--- src/rtl/reg_cfg_ctrl.sv ---
// -----------------------------------------------------------------------------
// reg_cfg_ctrl
// Host-side configuration controller. Accepts one read or write transaction at
// a time on a sel/ack host bus, decodes the byte address against the fixed
// register map and turns writes into a single-cycle one-hot write enable plus
// data toward the register block. Reads return the addressed register content.
//
// Optional build macro: CFG_CTRL_LOCK_EN
//   When defined, adds a write-lock bit at address 8'h10. Writing 8'hA5 there
//   sets the lock, and only reset clears it. While locked, register writes ack
//   with an error and no write enable. A read of 8'h10 returns the lock bit.
//   When undefined, 8'h10 is an ordinary miss.
//
// Ports:
//   clk                 rising-edge clock
//   rst                 asynchronous active-high reset
//   cfg_sel             host transaction request
//   cfg_wr              1 = write, 0 = read (sampled with cfg_sel)
//   cfg_addr            byte address
//   cfg_wdata           write data
//   cfg_ack             one-cycle transaction-complete pulse
//   cfg_err             error flag, valid with cfg_ack
//   cfg_rdata           read data, valid with cfg_ack on reads
//   wr_en               one-hot register write enable (upper bits always 0)
//   wr_data             write data toward the register block
//   reg_data_0..3       current register contents
// -----------------------------------------------------------------------------
`timescale 1ns/1ps

module reg_cfg_ctrl #(
   parameter int NUM_OF_REG = 4,
   parameter int W_WIDTH    = 8,
   parameter int ADDR_WIDTH = 8
) (
   input  logic                  clk,
   input  logic                  rst,
   input  logic                  cfg_sel,
   input  logic                  cfg_wr,
   input  logic [ADDR_WIDTH-1:0] cfg_addr,
   input  logic [W_WIDTH-1:0]    cfg_wdata,
   output logic                  cfg_ack,
   output logic                  cfg_err,
   output logic [W_WIDTH-1:0]    cfg_rdata,
   output logic [W_WIDTH-1:0]    wr_en,
   output logic [W_WIDTH-1:0]    wr_data,
   input  logic [W_WIDTH-1:0]    reg_data_0,
   input  logic [W_WIDTH-1:0]    reg_data_1,
   input  logic [W_WIDTH-1:0]    reg_data_2,
   input  logic [W_WIDTH-1:0]    reg_data_3
);

   typedef enum logic [2:0] {
      IDLE    = 3'd0,
      DECODE  = 3'd1,
      WRITE   = 3'd2,
      READ    = 3'd3,
      ACK     = 3'd4,
      RELEASE = 3'd5
   } state_t;

   localparam logic [ADDR_WIDTH-1:0] ADDR_REG0 = ADDR_WIDTH'(8'h00);
   localparam logic [ADDR_WIDTH-1:0] ADDR_REG1 = ADDR_WIDTH'(8'h02);
   localparam logic [ADDR_WIDTH-1:0] ADDR_REG2 = ADDR_WIDTH'(8'h04);
   localparam logic [ADDR_WIDTH-1:0] ADDR_REG3 = ADDR_WIDTH'(8'h08);

   state_t                  state_r;
   logic                    wr_lat_r;
   logic [ADDR_WIDTH-1:0]   addr_lat_r;
   logic [W_WIDTH-1:0]      wdata_lat_r;

   logic [NUM_OF_REG-1:0]   hit_s;
   logic                    lock_hit_s;
   logic                    locked_s;
   state_t                  dec_next_s;
   logic                    dec_err_s;
   logic [W_WIDTH-1:0]      rd_mux_s;

   // One-hot register hit for a byte address; all zeros on a miss.
   function automatic logic [NUM_OF_REG-1:0] decode_hit(input logic [ADDR_WIDTH-1:0] addr);
      logic [NUM_OF_REG-1:0] hit;
      hit = {NUM_OF_REG{1'b0}};
      case (addr)
         ADDR_REG0: hit[0] = 1'b1;
         ADDR_REG1: hit[1] = 1'b1;
         ADDR_REG2: hit[2] = 1'b1;
         ADDR_REG3: hit[3] = 1'b1;
         default:   hit = {NUM_OF_REG{1'b0}};
      endcase
      return hit;
   endfunction

   // Register content selected by a one-hot hit vector.
   function automatic logic [W_WIDTH-1:0] select_reg(
      input logic [NUM_OF_REG-1:0] hit,
      input logic [W_WIDTH-1:0]    d0,
      input logic [W_WIDTH-1:0]    d1,
      input logic [W_WIDTH-1:0]    d2,
      input logic [W_WIDTH-1:0]    d3
   );
      logic [W_WIDTH-1:0] data;
      case (hit)
         4'b0001: data = d0;
         4'b0010: data = d1;
         4'b0100: data = d2;
         4'b1000: data = d3;
         default: data = {W_WIDTH{1'b0}};
      endcase
      return data;
   endfunction

   assign hit_s = decode_hit(addr_lat_r);

`ifdef CFG_CTRL_LOCK_EN
   localparam logic [ADDR_WIDTH-1:0] ADDR_LOCK = ADDR_WIDTH'(8'h10);
   localparam logic [W_WIDTH-1:0]    LOCK_KEY  = W_WIDTH'(8'hA5);

   logic lock_r;
   logic lock_set_s;

   assign lock_hit_s = (addr_lat_r == ADDR_LOCK);
   assign lock_set_s = lock_hit_s & wr_lat_r & (wdata_lat_r == LOCK_KEY);
   assign locked_s   = lock_r;

   // Sticky lock bit: set by the key write while decoding, cleared only by reset.
   always_ff @(posedge clk or posedge rst) begin
      if (rst) begin
         lock_r <= 1'b0;
      end else if ((state_r == DECODE) && lock_set_s) begin
         lock_r <= 1'b1;
      end else begin
         lock_r <= lock_r;
      end
   end
`else
   assign lock_hit_s = 1'b0;
   assign locked_s   = 1'b0;
`endif

   // Decode outcome of the latched transaction: next state and error flag.
   always_comb begin
      dec_next_s = ACK;
      dec_err_s  = 1'b1;
      if (|hit_s) begin
         if (!wr_lat_r) begin
            dec_next_s = READ;
            dec_err_s  = 1'b0;
         end else if (locked_s) begin
            dec_next_s = ACK;
            dec_err_s  = 1'b1;
         end else begin
            dec_next_s = WRITE;
            dec_err_s  = 1'b0;
         end
      end else if (lock_hit_s) begin
         // Lock register: writes complete straight away, reads go through READ.
         dec_next_s = wr_lat_r ? ACK : READ;
         dec_err_s  = 1'b0;
      end else begin
         dec_next_s = ACK;
         dec_err_s  = 1'b1;
      end
   end

   // Read data source for the READ state.
   always_comb begin
      if (lock_hit_s) begin
         rd_mux_s = {{(W_WIDTH-1){1'b0}}, locked_s};
      end else begin
         rd_mux_s = select_reg(hit_s, reg_data_0, reg_data_1, reg_data_2, reg_data_3);
      end
   end

   // Transaction FSM with registered host and register-block outputs.
   always_ff @(posedge clk or posedge rst) begin
      if (rst) begin
         state_r     <= IDLE;
         wr_lat_r    <= 1'b0;
         addr_lat_r  <= {ADDR_WIDTH{1'b0}};
         wdata_lat_r <= {W_WIDTH{1'b0}};
         cfg_ack     <= 1'b0;
         cfg_err     <= 1'b0;
         cfg_rdata   <= {W_WIDTH{1'b0}};
         wr_en       <= {W_WIDTH{1'b0}};
         wr_data     <= {W_WIDTH{1'b0}};
      end else begin
         // Pulses default low; only the transitions into WRITE/ACK raise them.
         cfg_ack <= 1'b0;
         cfg_err <= 1'b0;
         wr_en   <= {W_WIDTH{1'b0}};
         case (state_r)
            IDLE: begin
               if (cfg_sel) begin
                  wr_lat_r    <= cfg_wr;
                  addr_lat_r  <= cfg_addr;
                  wdata_lat_r <= cfg_wdata;
                  state_r     <= DECODE;
               end
            end
            DECODE: begin
               state_r <= dec_next_s;
               if (dec_next_s == WRITE) begin
                  wr_en   <= {{(W_WIDTH-NUM_OF_REG){1'b0}}, hit_s};
                  wr_data <= wdata_lat_r;
               end else if (dec_next_s == ACK) begin
                  cfg_ack <= 1'b1;
                  cfg_err <= dec_err_s;
                  // A read miss returns zero; writes leave the last read data alone.
                  if (!wr_lat_r) begin
                     cfg_rdata <= {W_WIDTH{1'b0}};
                  end
               end
            end
            WRITE: begin
               state_r <= ACK;
               cfg_ack <= 1'b1;
            end
            READ: begin
               state_r   <= ACK;
               cfg_ack   <= 1'b1;
               cfg_rdata <= rd_mux_s;
            end
            ACK: begin
               state_r <= RELEASE;
            end
            RELEASE: begin
               // A held request must drop before another transaction can start.
               if (!cfg_sel) begin
                  state_r <= IDLE;
               end
            end
            default: begin
               state_r <= IDLE;
            end
         endcase
      end
   end

endmodule

--- config.mk ---
export PLATFORM = sky130hd
export DESIGN_NAME = reg_cfg_ctrl
export DESIGN_NICKNAME = d
export VERILOG_FILES = /design/src/rtl/reg_cfg_ctrl.sv
export SDC_FILE = /design/constraint.sdc
export NUM_CORES = 1
export LEC_CHECK = 0
export ABC_CLOCK_PERIOD_IN_PS = 2700
export BUFFER_PORTS_ARGS = -buffer_cell sky130_fd_sc_hd__buf_2
export CAP_MARGIN = 15
export CORE_MARGIN = 1
export CORE_UTILIZATION = 35
export CTS_CLUSTER_SIZE = 16
export DETAILED_ROUTE_END_ITERATION = 7
export PLACE_DENSITY = 0.57
export SLEW_MARGIN = 20
export SYNTH_ARGS = -nofsm -noshare
export SYNTH_HDL_FRONTEND = slang
export SYNTH_SLANG_ARGS = --single-unit
export TNS_END_PERCENT = 5
--- constraint.sdc ---
create_clock -name clk -period 2.7 [get_ports clk]
set_input_delay 0.54 -clock clk [delete_from_list [all_inputs] [get_ports clk]]
set_output_delay 0.54 -clock clk [all_outputs]
set_load 0.02 [all_outputs]
---- Word-level counts from Yosys, hierarchy flattened ----
Cells that the tools add are included.
storage, ports and cells
  register bits after elaboration ......... 46
  input port bits ......................... 52
  output and inout bits ................... 26
  word-level logic and storage cells ...... 60
operators by class
  eq/ne operators ......................... 19
  mux-type cells .......................... 23
  reduce and logical (&&, ||, !) cells .... 9
operators with widths
  operator              count
  $pmux W8 S4           1
  $mux W8               3
  $pmux W8 S2           1
  $pmux W3 S5           1
  $mux W1               11
  $ne A2 B2 Y1 const B  5
  $eq A3 B2 Y1 const B  3
  $eq A3 B3 Y1 const B  3
  $mux W3               3
  $eq A8 B2 Y1 const B  1
  $eq A8 B3 Y1 const B  1
  $eq A8 B4 Y1 const B  1
  $logic_not A8 Y1      1
  $mux W4               2
  $reduce_and A2 Y1     3
  $eq A4 B1 Y1 const B  1
  $eq A4 B2 Y1 const B  1
  $eq A4 B3 Y1 const B  1
  $eq A4 B4 Y1 const B  1
  $reduce_and A4 Y1     1
  $reduce_or A4 Y1      1
  $eq A3 B1 Y1 const B  1
  $logic_not A3 Y1      1
  $pmux W1 S2           1
  other kinds (2)       2

---- Depth between registers and ports, before layout ----
Gate-level depths: netlist of run 1.
  depth in word-level cells ............... 8
  mapped depth ............................ 6
  depth with buffers taken out ............ 4

---- Least setup slack after synthesis of run 1 ----
No wires, ideal clock.
  kind .................................... reg2reg
  start ................................... register addr_lat_r[5]
  end ..................................... register wr_data[0]
  setup time .............................. 0.125 ns
  data arrival time ....................... 2.161 ns
  required time ........................... 2.575 ns
  setup slack ............................. 0.414 ns
  cell stages (with the launch flop) ...... 6
  buffers on the path ..................... 1
  clock period less this slack ............ 2.286 ns
  cell sequence ........................... dfrtp_1 -> or4_4 -> or3_4 -> or4_4 -> buf_6 -> mux2_4
between the ends
  word-level cells in the longest chain between the ends .. 6
  elaborated cells on any way between the ends .. 12
  those cells by class .................... eq/ne: 4; mux: 5; reduce/logical: 3
RTL lines
  element                                 line  source
  start, declared                         68    logic [ADDR_WIDTH-1:0] addr_lat_r;
  start signal, assigned                  178   addr_lat_r <= {ADDR_WIDTH{1'b0}};
  start signal, assigned                  194   addr_lat_r <= cfg_addr;
  $eq A8 B2 Y1 (tied with other cells)    82    case (addr)
  $mux W1                                 82
  $reduce_or A4 Y1 (*)                    143   if (|hit_s) begin
  $mux W3 (*)                             143
  $eq A3 B2 Y1 (*)                        201   if (dec_next_s == WRITE) begin
  $reduce_and A2 Y1 (no source line) (*)  n/a
  end signal, assigned                    184   wr_data <= {W_WIDTH{1'b0}};
  end signal, assigned                    203   wr_data <= wdata_lat_r;
  end, declared                           45    output logic [W_WIDTH-1:0] wr_data,
Mark *: on every way between the ends. The rest lies on a longest branch, timed or not.
A chain may end at the register's enable or synchronous reset.

---- Worst setup path in the final report of run 1 ----
  start ................................... register addr_lat_r[5]
  end ..................................... register wr_data[1]
Same word-level chain as after synthesis.

==> summary.txt, run 1 <==
Outcome
  – Status: completed

Critical path
  – Worst Setup SP: addr_lat_r[5]
  – Crit-path max cell delay: 0.56 ns
  – Crit end category: flip-flop
  – Reg-to-Reg Start: addr_lat_r[5]
  – WP data arrival: 2.52 ns
  – Worst path required time: roughly 2.9 ns
  – Reg2reg path depth: 4
  – Most used cell, CP: or4_4
  – Worst Path Max Fanout: 12
  – Reg-to-Reg End: wr_data[1]
  – Critical path class: flip-flop to flip-flop
  – Crit. path cell count: 4
  – CP max stage cell: or4_4
  – FF-to-FF setup slack: 0.36 ns
  – Worst Setup Start Kind: flip-flop
  – Critical path's top delay family: simple AND/OR/NAND/NOR gates
  – Buf/Inv on CP: 0
  – Critical path cell sequence: or4_4 -> or3_4 -> or4_4 -> mux2_4
  – Crit path capture: wr_data[1]

Cells and area
  – Total Nets Final: 274
  – ANT cells: 0
  – Share of layout cells above drive strength 1: 0.516
  – Area Overhead vs Synth: 28.8%
  – Fill count: 493

Clock network
  – Inserted Clock Buffers: 5
  – Clock Sinks: 42
  – Max clock buf depth: 2
  – Worst skew pair latency: roughly 0.29 ns
  – Postcts setup bufs: 0
  – Reg clk slew, reported paths: 0.07 ns
  – H-Tree Depth: 2
  – PostCTS Resize Cnt: 0
  – CTS Root Buffer Type: clkbuf_8
  – CTS tree: built
  – CTS Hold Bufs: 0

Die
  – Die W: 75.8 um
  – Starting density of the core: 0.369
  – Row count: 26
  – Core footprint: 5170 um^2
  – Die area: 5750 um^2
  – Ports: 78
  – Die Y: 75.8 um

Synthesis
  – Post-Synthesis Cell Area: around 1900 um^2
  – Syn avg cell area: 13.0 um^2
  – Yosys top cell by area: dfrtp_1
  – Synth Instances: 147
  – Synth cell types: 32
  – Post-synth ARST share: 1.00
  – Synth Register Bits: between 40 and 50
  – Top_reg_cell synth: dfrtp_1
  – Top cells by area, synth: dfrtp_1 55%, mux2_2 10%, mux2i_1 4.7%
  – Share of the yosys chip area belonging to registers: 0.551
  – Top-count cell post-synth: dfrtp_1
  – Synth warnings: 0
  – Synth cell count leaders: 42 x dfrtp_1, 17 x mux2_2, 10 x o21ai_0, 9 x mux2i_1
  – Yosys top cell area share: 0.551
  – Number of synthesized flops with an enable pin: 0

GRT
  – Met2 usage in global routing: 0.262
  – GR met1 Demand/Resource: 0.191
  – Vias in the first global route: 1,347
  – Initial antenna violation count: 0
  – M3 GR Usage: 0.0463
  – GR peak layer: met2
  – First-pass GRT wire length: 6500 um
  – Global route overflow: 0
  – Total GRT Usage: 0.155
  – Pin count of the biggest net entering global routing: 26

STA
  – Worst Slack Setup Final: 0.361 ns
  – RSZ-0062 raised after global routing: false
  – Shortest period the worst path allows: 2.34 ns
  – Period utilization: 0.866
  – Final setup violation count: 0
  – Max-slew headroom at the worst pin: 0.365
  – Final Skew: approximately 0.0036 ns
  – Fin. Hold Viols: 0
  – Max frequency: 0.428 GHz
  – Worst-Margin Slew: 0.951 ns
  – Max Slew Vio Count: 0
  – Setup total negative slack: 0 ns

Detailed routing
  – Initial drt markers: 32
  – Wire per inst: 14.5 um
  – Drt pass-1 iters: 4
  – Via count: approximately 1,400
  – Remaining DRCs: 0
  – Remaining antenna violation count after routing: 0
  – Via density: 4.84
  – Final wirelength: 4240 um

Pwr
  – Lkg Pwr: ~0.0013 uW
  – Net Sw Frac: 0.337
  – Logic pwr share: 0.346
  – Net Sw Power: 731 uW
  – P per Cell Area: 882 nW/um^2
  – Flop pwr share: 0.440
  – Clock power frac: 0.214
  – Peak supply drop: 426 uV
  – Int Power: around 1400 uW

Min path
  – Tightest Hold Check Type: input port to async pin

Placement
  – Hpwl dp: 3190 um
  – Worst slack at placement: 0.360 ns
  – Port-buffer cells: 73
  – GP Congestion: 0.683

Job
  – Max cap viols: 0
==> kinds of logic after synthesis <==
kind of cell               synth area share
AOI/OAI and AO/OA                     0.119
adders and majority gates           0.00525
buffers and inverters                0.0452
DFF                                   0.551
muxes                                 0.195
other                               0.00197
and+or+nand+nor                      0.0833
==> cells in the final DEF (no fill, tap or decap), drive strengths merged, types with 2 or more instances in the layout <==
| master | n |
|---|---|
| nor3 | 3 |
| a32oi | 8 |
| mux2 | 23 |
| nor2b | 2 |
| buf | 78 |
| o21ai | 11 |
| nor4 | 3 |
| a22o | 8 |
| or4 | 2 |
| clkbuf | 8 |
| nor3b | 3 |
| nand2 | 4 |
| nor2 | 2 |
| dfrtp | 42 |
| inv | 3 |
| conb | 4 |
| mux2i | 9 |
==> per-stage QoR <==
| stage | area, um^2 | total power [uW] | hold WS (ns) | cells | utilization |
|---|---|---|---|---|---|
| 2_1_floorplan | 1920 | 1490 | 0.477 | 150 | - |
| 3_3_place_gp | 2350 | 1720 | 0.482 | 285 | 0.454 |
| 3_5_place_dp | 2350 | 1730 | 0.486 | 285 | 0.454 |
| 4_1_cts | 2460 | 2200 | 0.454 | 293 | 0.475 |
| 5_1_grt | 2460 | 2310 | 0.473 | 293 | 0.475 |
| 6_report | 2460 | 2170 | 0.454 | 293 | 0.475 |
==> power by group through the flow <==
stage,combinational [uW],sequential (uW),clock [uW]
3_5_place_dp,764,963,0
5_1_grt,828,981,502
4_1_cts,762,954,480
3_3_place_gp,756,962,0
2_1_floorplan,547,948,0
6_report,750,953,463
==> sequential cells by signal, summed over array words and instances, names as in the netlist <==
signal,count
addr_lat_r,8
cfg_ack,1
cfg_err,1
cfg_rdata,8
state_r,3
wdata_lat_r,8
wr_data,8
wr_en,4
wr_lat_r,1
==> worst min path at each step <==
stage / from / endpoint / slack, ns / cells after the start
2_1_floorplan: wdata_lat_r[5] / wr_data[5] / 0.48 / 1
3_3_place_gp: cfg_rdata[2] / cfg_rdata[2] / 0.48 / 1
3_5_place_dp: cfg_rdata[6] / cfg_rdata[6] / 0.49 / 1
4_1_cts: cfg_wr / wr_lat_r / 0.45 / 3
5_1_grt: cfg_wdata[2] / wdata_lat_r[2] / 0.47 / 2
6_report: rst / wdata_lat_r[2] / 0.45 / 2
==> metal layers <==
layer / share of wire / vias up
met5: 0 / -
met4: 0.011 / 0
met3: 0.088 / 6
met2: 0.45 / 62
met1: 0.45 / 664
li1: - / 687
==> worst reg2reg max path, cell delays in order, from the launching register on <==
cell     delay (ns)
dfrtp_1        0.38
or4_4          0.54
or3_4          0.41
or4_4          0.56
mux2_4         0.34
==> final cells by class <==
| class | count | area [um^2] | share of cell area |
|---|---|---|---|
| inverter | 4 | 15.0 | 0.00611 |
| timing repair buffer | 78 | 403 | 0.164 |
| tap | 70 | 87.6 | 0.0356 |
| multi-input combinational | 91 | 791 | 0.322 |
| clock buffer | 8 | 110 | 0.0448 |
| sequential | 42 | 1050 | 0.428 |
(Power assumes the default switching activity.)
==> inputs of run 2 (changes only) <==
- ABC_CLOCK_PERIOD_IN_PS: 2700 -> 2600
- CORE_MARGIN: 1 -> unset
- clock period: 2.7 -> 2.6 ns (I/O delays scaled with it)
==> run 2 against run 1 <==
Compared with the run above: worst hold slack got worse by 0.037 ns; total power rose by 9.9%; critical endpoint is now wr_data[2]; core utilization rose by 0.53 points; highest routed layer unchanged; clock-buffer cell count fell by 3.
==> summary.txt, run 2 (synthesis gave the netlist of run 1 again) <==
Cells and area
  – Util after Layout: 0.480 (+0.00532)
  – Fill count: 497 (+0.81%)
  – Multi-input combinational cell area: 791 um^2 (unchanged)
  – ANT cells: 0 (unchanged)
  – Area Overhead vs Synth: 30.2%
  – Most used cells in the layout excluding fill and tap cells: 73 x buf_2, 42 x dfrtp_1, 17 x mux2_2, 10 x o21ai_0, 9 x mux2i_1
  – Post-Layout Cell Count: 293 (unchanged)
  – FF/Latch Area: 1050 um^2 (unchanged)
  – Total Nets Final: 274 (unchanged)
  – Commonest non-fill, non-tap cell in the layout: buf_2
  – Share of layout cells above drive strength 1: 0.516 (unchanged)

Detailed routing
  – Initial drt markers: 19 (-41%)
  – Remaining antenna violation count after routing: 0 (unchanged)
  – Final wirelength: 4310 um (+1.8%)
  – Via count: 1,430 (+0.78%)
  – Drt pass-1 iters: 4 (unchanged)
  – Wire per inst: 14.7 um (+1.8%)
  – Via density: 4.88 (+0.78%)
  – Remaining DRCs: 0 (unchanged)

Critical path
  – WP data arrival: 2.52 ns (about the same)
  – Worst Path Max Fanout: 12 (unchanged)
  – Critical path class: flip-flop to flip-flop
  – Crit end category: flip-flop
  – Worst path required time: 2.79 ns (-0.09 ns)
  – Worst Setup Start Kind: flip-flop

STA
  – Hold Slack: 0.418 ns (-0.0366 ns)
  – Max frequency: 0.429 GHz (+0.35%)
  – Shortest period the worst path allows: 2.33 ns (-0.00813 ns)
  – RSZ-0062 raised after global routing: false
  – Final Skew: 0.00665 ns (+0.00302 ns)
  – Worst-Margin Slew: 0.934 ns (-0.0174 ns)
  – Final setup violation count: 0 (unchanged)
  – Max Slew Vio Count: 0 (unchanged)
  – Period utilization: 0.896 (+0.0302)
  – Worst Slack Setup Final: 0.269 ns (-0.0919 ns)
  – Setup total negative slack: 0 ns (unchanged)
  – Max-slew headroom at the worst pin: 0.377 (+0.0116)
  – Fin. Hold Viols: 0 (unchanged)

Placement
  – Hpwl dp: 3310 um (+3.9%)
  – Inst Count DP: 285 (unchanged)
  – Port-buffer cells: 73 (unchanged)
  – GP Congestion: 0.741 (+8.4%)
  – Worst slack at placement: 0.268 ns (-0.0916 ns)

Pwr
  – Lkg Pwr: 0.00126 uW (+0.86%)
  – Peak supply drop: 471 uV (+11%)
  – P per Cell Area: 958 nW/um^2 (+8.6%)

Clock network
  – CTS Root Buffer Type: clkbuf_8
  – CTS Hold Bufs: 0 (unchanged)
  – H-Tree Depth: 2 (unchanged)
  – Reg clk slew, reported paths: 0.08 ns (about the same)
  – Inserted Clock Buffers: 5 (unchanged)
  – CTS tree: built
  – Postcts setup bufs: 0 (unchanged)
  – Worst skew pair latency: 0.30 ns (about the same)
  – PostCTS Resize Cnt: 0 (unchanged)
  – Clock Sinks: 42 (unchanged)
  – Max clock buf depth: 2 (unchanged)

Min path
  – Tightest Hold Check Type: input port to async pin

Die
  – Die Y: 75.8 um (unchanged)
  – Die area: 5750 um^2 (unchanged)
  – Starting density of the core: 0.369 (unchanged)
  – Die W: 75.8 um (unchanged)
  – Ports: 78 (unchanged)
  – Row count: 26 (unchanged)
  – Core footprint: 5170 um^2 (unchanged)

GRT
  – Pin count of the biggest net entering global routing: 26 (unchanged)
  – First-pass GRT wire length: 6510 um (+0.22%)
  – Total GRT Usage: 0.158 (+0.00325)
  – Global route overflow: 0 (unchanged)
  – Vias in the first global route: 1,341 (-0.45%)
  – Initial antenna violation count: 0 (unchanged)

Job
  – Max cap viols: 0 (unchanged)

Outcome
  – Status: completed
==> run 2: cell types whose count changed in the layout (fill, tap and decap cells not counted), sizes merged <==
cell	previous run	this run
clkbuf	8	5
bufinv	0	2
clkinv	1	2
==> run 2: layout make-up <==
cell class,instances,area share
flip-flops and latches,42,0.423
multi-input cells,91,0.318
repair buffers,78,0.162
well taps,70,0.0352
clock buffers,5,0.0277
clock inverters,3,0.0277
inverters,4,0.00604
==> run 2: worst max-delay path, cell delays in order, from the launching register on <==
cell and delay (ns):
dfrtp_1 0.38, or4_4 0.54, or3_4 0.41, or4_4 0.56, mux2_4 0.33
==> run 2: per-layer routing <==
layer,GRT usage,up-vias,share of wire
li1,-,692,-
met1,0.189,664,0.42
met2,0.266,66,0.47
met3,0.0463,8,0.099
met4,0.0679,0,0.016
met5,0,-,0
==> run 2: stage by stage <==
stage,total power (uW),cell area (um^2)
2_1_floorplan,1550,1920
3_3_place_gp,1780,2350
3_5_place_dp,1800,2350
4_1_cts,2410,2480
5_1_grt,2550,2480
6_report,2380,2480
==> run 2: final timing paths <==
check | start | slack (ns) | endpoint | cells past startpoint
min | rst | 0.42 | wdata_lat_r[2] | 2
max in group asynchronous | rst | 1.48 | wr_data[5] | 3
max reg2reg | addr_lat_r[5] | 0.27 | wr_data[2] | 4
min reg2reg | cfg_rdata[6] | 0.50 | cfg_rdata[6] | 1
max | addr_lat_r[5] | 0.27 | wr_data[2] | 4
min in group clk | cfg_wr | 0.43 | wr_lat_r | 3
==> run 2: where the power goes <==
group / leakage, uW / switching, uW / internal [uW]
Sequential: 0.000543 / 148 / 841
Clock: 0.0000683 / 228 / 385
Combinational: 0.000651 / 397 / 382
Total: 0.00126 / 773 / 1610
